<file path="config.mk">
export PLATFORM = sky130hd
export DESIGN_NAME = axi_stream_mux
export DESIGN_NICKNAME = d
export VERILOG_FILES = /design/src/rtl/axi_stream_mux_pkg.sv /design/src/rtl/axi_stream_mux.sv
export SDC_FILE = /design/constraint.sdc
export NUM_CORES = 1
export LEC_CHECK = 0
export BUFFER_PORTS_ARGS = -buffer_cell sky130_fd_sc_hd__buf_4
export CORE_AREA = 10 10 47 49
export DETAILED_ROUTE_END_ITERATION = 10
export DIE_AREA = 0 0 57 59
export PLACE_DENSITY = 0.7
export SLEW_MARGIN = 20
export SYNTH_ARGS = -nofsm -noshare
export SYNTH_HDL_FRONTEND = slang
export SYNTH_SLANG_ARGS = --single-unit
</file>
<file path="constraint.sdc">
create_clock -name clk -period 1.5 [get_ports clk]
set_clock_uncertainty 0.15 [all_clocks]
set_input_delay 0.225 -clock clk [delete_from_list [all_inputs] [get_ports clk]]
set_output_delay 0.225 -clock clk [all_outputs]
set_load 0.02 [all_outputs]
</file>
<file path="src/rtl/axi_stream_mux_pkg.sv">
// Shared definitions for the 2:1 AXI-Stream multiplexer.
package axi_stream_mux_pkg;

    // Default width of tdata on both inputs and the output.
    localparam int DATA_WIDTH_DEFAULT = 8;

    // Source identifiers for the select path.
    typedef enum logic {
        SRC_0 = 1'b0,
        SRC_1 = 1'b1
    } src_e;

    // One stream beat without its handshake signals.
    typedef struct packed {
        logic [DATA_WIDTH_DEFAULT-1:0] data;
        logic                          last;
    } beat_t;

    // A beat marks the end of a packet only when it is valid.
    function automatic logic qualified_last(input logic last, input logic valid);
        return last & valid;
    endfunction

endpackage

</file>
<file path="src/rtl/axi_stream_mux.sv">
// 2:1 AXI-Stream multiplexer with a registered output stage.
// Backpressure reaches only the active input. With PACKET_LOCK=1 the source
// can change only between packets.
module axi_stream_mux
    import axi_stream_mux_pkg::*;
#(
    parameter int DATA_WIDTH  = DATA_WIDTH_DEFAULT,
    parameter bit PACKET_LOCK = 1'b0
) (
    input  logic                  clk,
    input  logic                  reset,
    input  logic                  sel,
    input  logic [DATA_WIDTH-1:0] input_tdata_0,
    input  logic                  input_tvalid_0,
    output logic                  input_tready_0,
    input  logic                  input_tlast_0,
    input  logic [DATA_WIDTH-1:0] input_tdata_1,
    input  logic                  input_tvalid_1,
    output logic                  input_tready_1,
    input  logic                  input_tlast_1,
    output logic [DATA_WIDTH-1:0] output_data,
    output logic                  output_valid,
    output logic                  output_last,
    input  logic                  output_ready
);

    src_e                  active_s;
    src_e                  active_r;
    logic                  in_packet_r;
    logic [DATA_WIDTH-1:0] mux_data_s;
    logic                  mux_valid_s;
    logic                  mux_last_s;
    logic                  accept_s;
    logic [DATA_WIDTH-1:0] output_data_r;
    logic                  output_valid_r;
    logic                  output_last_r;

    // Choose the active source: sel is used directly unless a locked packet is in flight.
    always_comb begin
        active_s = SRC_0;
        if (PACKET_LOCK && in_packet_r) begin
            active_s = active_r;
        end else begin
            active_s = src_e'(sel);
        end
    end

    // Route the active input onto the internal beat path.
    always_comb begin
        mux_data_s  = {DATA_WIDTH{1'b0}};
        mux_valid_s = 1'b0;
        mux_last_s  = 1'b0;
        case (active_s)
            SRC_0: begin
                mux_data_s  = input_tdata_0;
                mux_valid_s = input_tvalid_0;
                mux_last_s  = input_tlast_0;
            end
            SRC_1: begin
                mux_data_s  = input_tdata_1;
                mux_valid_s = input_tvalid_1;
                mux_last_s  = input_tlast_1;
            end
            default: begin
                mux_data_s  = {DATA_WIDTH{1'b0}};
                mux_valid_s = 1'b0;
                mux_last_s  = 1'b0;
            end
        endcase
    end

    // Ready is combinational; the inactive input is always held off.
    assign input_tready_0 = !reset && output_ready && (active_s == SRC_0);
    assign input_tready_1 = !reset && output_ready && (active_s == SRC_1);

    // A beat is consumed when the active input is valid and the consumer is ready.
    assign accept_s = !reset && output_ready && mux_valid_s;

    // Output stage: load only when downstream is ready, otherwise hold every field.
    always_ff @(posedge clk) begin
        if (reset) begin
            output_data_r  <= {DATA_WIDTH{1'b0}};
            output_valid_r <= 1'b0;
            output_last_r  <= 1'b0;
        end else if (output_ready) begin
            output_data_r  <= mux_data_s;
            output_valid_r <= mux_valid_s;
            output_last_r  <= qualified_last(mux_last_s, mux_valid_s);
        end else begin
            output_data_r  <= output_data_r;
            output_valid_r <= output_valid_r;
            output_last_r  <= output_last_r;
        end
    end

    // Track packet boundaries and remember the source so it can be held mid-packet.
    always_ff @(posedge clk) begin
        if (reset) begin
            active_r    <= SRC_0;
            in_packet_r <= 1'b0;
        end else begin
            active_r <= active_s;
            if (accept_s) begin
                in_packet_r <= !mux_last_s;
            end else begin
                in_packet_r <= in_packet_r;
            end
        end
    end

    assign output_data  = output_data_r;
    assign output_valid = output_valid_r;
    assign output_last  = output_last_r;

endmodule

</file>
==> results.sh <==
export IMPL_syn_area_um2=466.7
export IMPL_dp_slack_ps=224.5
export IMPL_die_x_um=57
export IMPL_htreeDepth=1
export IMPL_busiest_layer="met2"
export IMPL_setup_viol=0
export IMPL_vias_per_cell=4.800
export IMPL_syn_inst=50
export IMPL_crit_arrival_ps=900
export IMPL_slew_violations=0
export IMPL_power_density_mw_per_mm2=932.3
export IMPL_routedWlPerCell_um=13.69
export IMPL_io_buffers=35
export IMPL_cp_end_kind="primary output"
export IMPL_die_area_mm2=0.003363
export IMPL_crit_path_top_delay_cell="buf_4"
export IMPL_drive_gt1_share_pct=46.43
export IMPL_rsz0062_at_grt="no"
export IMPL_hold_buffers=0
export IMPL_fin_crit_ps=1279
export IMPL_ioPinCount=36
export IMPL_met2_usage_pct=14.88
export IMPL_dieHeight_um=59
export IMPL_startpoint_type="primary input"
export IMPL_slowest_delay_ps=200
export IMPL_path_clk_slew_ps=70
export IMPL_multi_input_area_um2=230.2
export IMPL_cts_path_max_buffers=2
export IMPL_ys_warn_count=0
export IMPL_tritoncts="built"
export IMPL_antenna_left=0
export IMPL_grt_use_total_pct=8.200
export IMPL_fin_nets=109
export IMPL_overflow=0
export IMPL_cts_sinks=10
export IMPL_finalWirelength_um=1369
export IMPL_critPathBufInv=3
export IMPL_drt_iter0_drc=4
export IMPL_hold_viol_final=0
export IMPL_cts_root_buf="clkbuf_4"
export IMPL_area_growth_pct=61.39
export IMPL_cts_buffers=3
export IMPL_period_share_pct=85.25
export IMPL_tightest_slew_ps=229.1
export IMPL_grt_use_met3_pct=5.579
export IMPL_first_global_vias=510
export IMPL_vdd_drop_max_v=0.0006703
export IMPL_yosysSeqAreaShare_pct=42.90
export IMPL_fin_cells=100
export IMPL_crit_top_cell="buf_4"
export IMPL_final_setup_tns_ps=0
export IMPL_critical_path_top_delay_family="buffers and inverters"
export IMPL_drc=0
export IMPL_slew_headroom_pct=84.59
export IMPL_finalWorstSetupSlack_ps=221.3
export IMPL_core_area_mm2=0.001401
export IMPL_grt_first_pass_wirelength_um=2221
export IMPL_dp_cells=96
export IMPL_synth_cell_types=14
export IMPL_hold_class="primary input to flop"
export IMPL_avgSynthCellArea_um2=9.334
export IMPL_crit_type="primary input to primary output"
export IMPL_start_util_pct=33.30
export IMPL_seq_area_um2=200.2
export IMPL_rows=14
export IMPL_cts_setup_buffers=0
export IMPL_diodes=0
export IMPL_crit_fanout=21
export IMPL_cts_resized=0
export IMPL_syn_nets=74
export IMPL_grt_max_degree=22
export IMPL_nFillCells=143
export IMPL_route_vias_total=480
export IMPL_worstPathCellList="buf_4 > inv_1 > nor3b_1 > buf_4"
export IMPL_routabilityCongestion=0.6438
export IMPL_status="complete, no violations"
export IMPL_cp_required_ps=1120
export IMPL_detailed_place_hpwl_um=1147
export IMPL_drt_first_pass_iters=2
export IMPL_p_leak_nw=0.3721
export IMPL_ys_seq_elements=10
export IMPL_final_common_cell="buf_4"
export IMPL_final_cell_mix="buf_4, nor2_1, a211oi_1, dfxtp_1, mux2i_1"
export IMPL_antenna_found_initial=0
export IMPL_maxCapViolCount=0
export IMPL_clk_insertion_delay_late_ps=260
export IMPL_max_freq_mhz=782.0
export IMPL_grt_use_met1_pct=7.323
## state kept, by name (all words and copies together), names as in the netlist
register and flops:
output_data 8, output_last 1, output_valid 1
## report_power, final
group,switching (mW),internal (mW)
combinational,0.0783,0.0891
sequential,0.00981,0.285
clock,0.0923,0.147
total,0.180,0.522
## cells by family (layout without fill, tap and decap cells)
logic type	count (synthesis)	after routing	share of synthesized area (%)
and+or+nand+nor	14	14	12.87
AOI/OAI and AO/OA	11	11	17.16
DFF	10	10	42.90
muxes	9	9	19.30
buffers and inverters	6	40	7.772
## layout make-up
class / count / area share [%]
multi-input combinational: 34 / 30.56
sequential: 10 / 26.58
clock buffer: 4 / 4.817
tap: 16 / 2.658
timing repair buffer: 35 / 34.88
inverter: 1 / 0.4983
## per-stage QoR
step                      power [mW]  instance area [µm²]  hold slack [ps]  utilization, %
after floorplan               0.3874                466.7            153.5               -
after global placement        0.4693                716.9            318.0           51.16
after detailed placement      0.4723                716.9            330.0           51.16
after CTS                     0.7138                753.2            66.23           53.75
after global routing          0.7449                753.2            74.61           53.75
final                         0.7022                753.2            67.76           53.75
## synth_stat cells
cell / count / area [µm²]
a21oi_1: 1 / 5.000
mux2i_1: 9 / 90.09
nor2_1: 10 / 37.54
nor4_1: 1 / 6.260
nor3_1: 1 / 5.000
buf_8: 1 / 15.01
inv_1: 1 / 3.750
buf_2: 1 / 5.000
clkbuf_2: 1 / 5.000
nor3b_1: 1 / 7.510
dfxtp_1: 10 / 200.2
clkbuf_1: 2 / 7.510
nand2_1: 1 / 3.750
a211oi_1: 10 / 75.07
## path summary, 6_finish.rpt
kind,start,to,slack (ps),depth (start not counted)
setup / recovery,output_ready,input_tready_1,220,4
hold / removal,reset,output_data[4],70,2
hold reg to reg,output_last,output_last,330,2
setup reg to reg,output_data[0],output_data[0],690,2
## worst register-to-register path, cell delays in order (launching register included)
cell	delay, ps
dfxtp_1	340
nor2_1	40
a211oi_1	200
## routing by layer
layer | routed length [µm] | vias up
li1 | - | 251
met1 | 470 | 211
met2 | 769 | 16
met3 | 120 | 2
met4 | 8 | 0
met5 | 0 | -
Note: power is estimated with default switching activity, not from simulation.
